===== config.mk =====
export PLATFORM = sky130hd
export DESIGN_NAME = mem_if
export DESIGN_NICKNAME = d
export VERILOG_FILES = /design/src/rtl/mem_if.sv
export SDC_FILE = /design/constraint.sdc
export NUM_CORES = 1
export LEC_CHECK = 0
export CORE_UTILIZATION = 35
export DETAILED_ROUTE_END_ITERATION = 8
export PLACE_DENSITY = 0.67
export SLEW_MARGIN = 0
export SYNTH_ARGS = -nofsm -noshare
export SYNTH_HDL_FRONTEND = slang
export SYNTH_SLANG_ARGS = --single-unit

===== constraint.sdc =====
create_clock -name clk -period 4.9 [get_ports clk]
set_input_delay 1.225 -clock clk [delete_from_list [all_inputs] [get_ports clk]]
set_output_delay 1.225 -clock clk [all_outputs]
set_load 0.02 [all_outputs]

===== src/rtl/mem_if.sv =====
// Bridges the CPU's held rd/wr handshake onto a single-cycle synchronous RAM port,
// inserting programmable wait states and tracking the RAM's fixed read latency.
module mem_if #(
    parameter int READ_LATENCY = 2,
    parameter int WAIT_STATES  = 0,
    parameter int DATA_W       = 16,
    parameter int RAM_AW       = 12
) (
    input  logic              clk,
    input  logic              rst,
    input  logic [15:0]       i_addr,
    input  logic              i_rd,
    input  logic              i_wr,
    input  logic [DATA_W-1:0] i_wrdata,
    output logic              o_waitrequest,
    output logic [DATA_W-1:0] o_rddata,
    output logic              o_rddatavalid,
    output logic [RAM_AW-1:0] o_ram_addr,
    output logic              o_ram_wren,
    output logic [DATA_W-1:0] o_ram_wrdata,
    input  logic [DATA_W-1:0] i_ram_q,
    output logic              o_protocol_err
);

    localparam int                LCNT_W    = $clog2(READ_LATENCY + 1);
    localparam logic [2:0]        WCNT_LOAD = 3'((WAIT_STATES > 0) ? (WAIT_STATES - 1) : 0);
    localparam logic [LCNT_W-1:0] LCNT_LOAD = LCNT_W'(READ_LATENCY - 1);

    typedef enum logic [1:0] {
        S_IDLE,
        S_STALL,
        S_READ
    } state_t;

    state_t              r_state;
    logic [2:0]          r_wcnt;
    logic [LCNT_W-1:0]   r_lcnt;
    logic [RAM_AW-1:0]   r_ram_addr;
    logic [DATA_W-1:0]   r_ram_wrdata;
    logic [DATA_W-1:0]   r_rddata;
    logic                r_rddatavalid;
    logic                r_protocol_err;

    logic                w_req;
    logic                w_accept;
    logic                w_ram_go;
    logic                w_rd_only;

    assign w_req     = i_rd | i_wr;
    assign w_rd_only = i_rd & ~i_wr;
    assign w_accept  = w_req & (((r_state == S_IDLE) & (WAIT_STATES == 0)) |
                                ((r_state == S_STALL) & (r_wcnt == 3'd0)));

    assign o_waitrequest = w_req & ~w_accept;

    // The accept-cycle bypass is masked by rst so the RAM port reads all-zero while reset is held.
    assign w_ram_go     = w_accept & ~rst;
    assign o_ram_wren   = w_ram_go & i_wr;
    assign o_ram_addr   = w_ram_go ? i_addr[RAM_AW-1:0] : r_ram_addr;
    assign o_ram_wrdata = w_ram_go ? i_wrdata : r_ram_wrdata;

    assign o_rddata       = r_rddata;
    assign o_rddatavalid  = r_rddatavalid;
    assign o_protocol_err = r_protocol_err;

    generate
        if (RAM_AW < 16) begin : g_addr_hi
            logic w_unused_addr_hi;
            assign w_unused_addr_hi = ^i_addr[15:RAM_AW];
        end
    endgenerate

    always_ff @(posedge clk or posedge rst) begin
        if (rst) begin
            r_state        <= S_IDLE;
            r_wcnt         <= 3'd0;
            r_lcnt         <= '0;
            r_ram_addr     <= '0;
            r_ram_wrdata   <= '0;
            r_rddata       <= '0;
            r_rddatavalid  <= 1'b0;
            r_protocol_err <= 1'b0;
        end else begin
            r_rddatavalid <= 1'b0;

            if (w_accept) begin
                r_ram_addr   <= i_addr[RAM_AW-1:0];
                r_ram_wrdata <= i_wrdata;
                if (i_rd & i_wr) begin
                    r_protocol_err <= 1'b1;
                end
            end

            case (r_state)
                S_IDLE: begin
                    if (w_req) begin
                        if (WAIT_STATES > 0) begin
                            r_wcnt  <= WCNT_LOAD;
                            r_state <= S_STALL;
                        end else if (w_rd_only) begin
                            r_lcnt  <= LCNT_LOAD;
                            r_state <= S_READ;
                        end
                    end
                end

                S_STALL: begin
                    // A request withdrawn before acceptance is a CPU protocol violation.
                    if (!w_req) begin
                        r_protocol_err <= 1'b1;
                        r_wcnt         <= 3'd0;
                        r_state        <= S_IDLE;
                    end else if (r_wcnt == 3'd0) begin
                        if (w_rd_only) begin
                            r_lcnt  <= LCNT_LOAD;
                            r_state <= S_READ;
                        end else begin
                            r_state <= S_IDLE;
                        end
                    end else begin
                        r_wcnt <= r_wcnt - 3'd1;
                    end
                end

                S_READ: begin
                    if (r_lcnt == '0) begin
                        r_rddata      <= i_ram_q;
                        r_rddatavalid <= 1'b1;
                        r_state       <= S_IDLE;
                    end else begin
                        r_lcnt <= r_lcnt - LCNT_W'(1);
                    end
                end

                default: begin
                    r_state <= S_IDLE;
                end
            endcase
        end
    end

endmodule


==> impl_metrics.prom <==
# TYPE chip_impl_metric gauge
chip_impl_metric{name="num_antenna_cells",unit=""} 0
chip_impl_metric{name="worst_path_largest_cell_delay",unit="ps"} 580
chip_impl_metric{name="core_area",unit="sq mm"} 0.006756
chip_impl_info{name="critPathMostFrequentCell",value="clkdlybuf4s50_1"} 1
chip_impl_metric{name="post_cts_resized",unit=""} 0
chip_impl_metric{name="placement_rows",unit=""} 30
chip_impl_info{name="highest_count_cells_in_the_layout_ignoring_fill_and_taps",value="clkdlybuf4s50_1, dfrtp_1, mux2_4"} 1
chip_impl_info{name="cp_cell_sequence",value="clkdlybuf4s50_1, o21bai_4, nor2_8, buf_12, mux2_4, clkdlybuf4s50_1"} 1
chip_impl_metric{name="buffer_ports.inserted",unit=""} 95
chip_impl_metric{name="regToRegSetupSlack",unit="ps"} 3190
chip_impl_metric{name="finalSetupViolCount",unit=""} 0
chip_impl_metric{name="path_max_fanout",unit=""} 15
chip_impl_info{name="path_class",value="primary input to output pin"} 1
chip_impl_metric{name="global_route_total_usage_across_every_layer",unit="%"} 13.69
chip_impl_metric{name="clock_tree.htree_level_count",unit=""} 2
chip_impl_metric{name="dp_hpwl",unit="um"} 3243
chip_impl_info{name="crit_path_top_delay_cell",value="clkdlybuf4s50_1"} 1
chip_impl_info{name="critical_path.startpoint",value="i_wr"} 1
chip_impl_metric{name="netlist-cell-type-count",unit=""} 21
chip_impl_metric{name="grt_overflow",unit=""} 0
chip_impl_metric{name="area_added_between_synthesis_and_finish",unit="%"} 44.94
chip_impl_metric{name="antenna_violating_nets_post_route",unit=""} 0
chip_impl_metric{name="clock_insertion_delay_worst_skew",unit="ps"} 300
chip_impl_metric{name="yosys_register_bits",unit=""} 49
chip_impl_metric{name="wl_per_cell",unit="um"} 14.27
chip_impl_metric{name="count_of_routing_violations_after_the_opening_detailed_route_iteration",unit=""} 24
chip_impl_info{name="hold_start",value="o_protocol_err"} 1
chip_impl_metric{name="r2r_cells",unit=""} 4
chip_impl_metric{name="grt_pass1_vias",unit=""} 1689
chip_impl_metric{name="worst_clock_skew",unit="ps"} 5.727
chip_impl_info{name="r2r_end",value="o_rddata[7]"} 1
chip_impl_metric{name="drt_first_pass_iters",unit=""} 4
chip_impl_metric{name="timing.max_slew.rel_slack",unit="%"} 53.33
chip_impl_metric{name="dr_vias",unit=""} 1558
chip_impl_metric{name="number_of_buffers_created_by_cts",unit=""} 5
chip_impl_metric{name="synthesis.instances",unit=""} 150
chip_impl_metric{name="cts.clk_slew.worst_paths",unit="ps"} 90
chip_impl_metric{name="yosysWarningCount",unit=""} 0
chip_impl_metric{name="buffer_depth_of_the_longest_clock_path",unit=""} 2
chip_impl_metric{name="syn-mean-instance-area",unit="sq um"} 16.22
chip_impl_metric{name="cts.hold.buffers_added",unit=""} 0
chip_impl_metric{name="post-route-min-period",unit="ps"} 4524
chip_impl_metric{name="postSynthNetCount",unit=""} 204
chip_impl_metric{name="max-cap-violations",unit=""} 0
chip_impl_metric{name="place.gp.congestion",unit=""} 0.6313
chip_impl_info{name="yosys.area.top_type",value="dfrtp_1"} 1
chip_impl_metric{name="postRouteWirelength",unit="um"} 4709
chip_impl_info{name="worstHoldPathType",value="flop to flop"} 1
chip_impl_info{name="worstSetupEndpointType",value="output pin"} 1
chip_impl_metric{name="clock-sinks",unit=""} 49
chip_impl_metric{name="width_of_the_die",unit="um"} 85.39
chip_impl_metric{name="power.ir.vdd_worst",unit="uV"} 286.2
chip_impl_metric{name="synthesis.area",unit="sq mm"} 0.002434
chip_impl_metric{name="die_y",unit="um"} 85.39
chip_impl_metric{name="slew_viol_final",unit=""} 0
chip_impl_metric{name="grt_max_degree",unit=""} 50
chip_impl_metric{name="drc_violations",unit=""} 0
chip_impl_metric{name="timing.critical_path.arrival",unit="ps"} 3300
chip_impl_info{name="rr_startpoint",value="r_lcnt[0]"} 1
chip_impl_metric{name="post_drt_via_cell_ratio",unit=""} 4.721
chip_impl_metric{name="p_leak",unit="uW"} 0.001548
chip_impl_metric{name="power_density",unit="mW/mm^2"} 659.9
chip_impl_metric{name="grt_antenna_before_repair",unit=""} 0
chip_impl_metric{name="ioPinCount",unit=""} 100
chip_impl_metric{name="worst_pin_slew",unit="ps"} 698.4
chip_impl_metric{name="yosys.area.top_type_share",unit="%"} 50.39
chip_impl_metric{name="initial_core_util",unit="%"} 36.02
chip_impl_info{name="grt_setup_unrepaired",value="no"} 1
chip_impl_info{name="cts-root-buf",value="clkbuf_8"} 1
chip_impl_metric{name="layout.core_utilization",unit="%"} 52.20
chip_impl_info{name="timing.critical_path.to",value="o_ram_wrdata[13]"} 1
chip_impl_metric{name="worst_ep_required_time",unit="ps"} 3670
chip_impl_info{name="netlist_top_cells_area",value="dfrtp_1, mux2_4, mux2_2"} 1
chip_impl_info{name="mostFrequentLayoutCell",value="clkdlybuf4s50_1"} 1
chip_impl_metric{name="design.final.nets",unit=""} 303
chip_impl_metric{name="achievable-frequency",unit="MHz"} 221.0
chip_impl_metric{name="synth.yosys.seq_area_share",unit="%"} 50.39
chip_impl_metric{name="die-area",unit="sq mm"} 0.007291
chip_impl_metric{name="hold_viol",unit=""} 0
chip_impl_metric{name="cts.repair_timing.setup_buffer_count",unit=""} 0
chip_impl_info{name="tritoncts",value="yes"} 1
chip_impl_metric{name="layout-drive-gt1-share",unit="%"} 34.80
chip_impl_metric{name="design_power_total",unit="uW"} 2327
chip_impl_metric{name="fin_setup_tns",unit="ps"} 0
chip_impl_info{name="outcome",value="complete, no violations"} 1
chip_impl_metric{name="grt_first_pass_wirelength",unit="um"} 7790
chip_impl_info{name="cp-start-kind",value="primary input"} 1
chip_impl_metric{name="timing.final.crit_share",unit="%"} 92.33
synthesized netlist by cell type (all sizes together):
master	instances
a211o	1
nand2	2
o21ai	1
mux2i	1
ha	2
a31o	1
mux2	72
buf	6
a31oi	1
inv	5
nand2b	1
nor2	4
o21bai	1
xnor2	1
and3	1
dfrtp	49
nor2b	1
through the flow:
step                      hold slack [ps]  setup WS, ps  area (sq um)  instances
after global routing                514.7         276.8          3527        330
after CTS                           485.1         337.0          3527        330
after floorplan                     475.3         990.9          2434        150
final                               479.8         376.1          3527        330
after detailed placement            464.0         338.8          3441        322
after global placement              460.7         372.3          3441        322
state kept, by name (all words and copies together), names as in the netlist:
| signal | count |
|---|---|
| r_state | 1 |
| o_rddata | 16 |
| r_ram_wrdata | 16 |
| r_lcnt | 2 |
| o_protocol_err | 1 |
| o_rddatavalid | 1 |
| r_ram_addr | 12 |
final cells by class:
class / instances / area, sq um
clock buffer: 5 / 68.82
clock inverter: 3 / 17.52
fill: 597 / 3229
inverter: 5 / 18.77
multi-input combinational: 90 / 1110
sequential: 49 / 1226
tap: 80 / 100.1
timing repair buffer: 98 / 985.9
cells by family (layout without fill, tap and decap cells):
logic type | count (synthesis) | after routing | synth area share [%]
compound gates | 5 | 5 | 1.954
xor+xnor | 1 | 1 | 0.3600
fa+ha+maj | 2 | 2 | 1.028
buf+inv | 11 | 111 | 4.010
flops | 49 | 49 | 50.39
mux | 73 | 73 | 39.90
simple gates | 9 | 9 | 2.366
layer usage:
metal  global-route usage, %  wire length [um]
met5                       0                 0
met1                   16.14              1950
met4                   3.636                51
met2                   22.43              2193
met3                   6.615               513
worst max-delay path: cells and delay by family:
family	cells	cell delay, ps
AO/OA/AOI/OAI	1	120
AND/OR/NAND/NOR	1	290
buffers and inverters	3	1340
multiplexers	1	310
worst min-delay path by stage:
stage | end | slack (ps) | cells after the start
finish | o_protocol_err | 480 | 1
global route | o_protocol_err | 510 | 1
CTS | o_protocol_err | 490 | 1
detailed placement | o_protocol_err | 460 | 1
global placement | o_protocol_err | 460 | 1
floorplan | r_ram_wrdata[6] | 480 | 1
report_power, final:
part	internal [uW]	switching [uW]	total (uW)
registers	607	102	709
logic	812	571	1380
clock network	98.9	137	236
total	1520	810	2330
No activity file was read; power rests on OpenSTA's default activity.
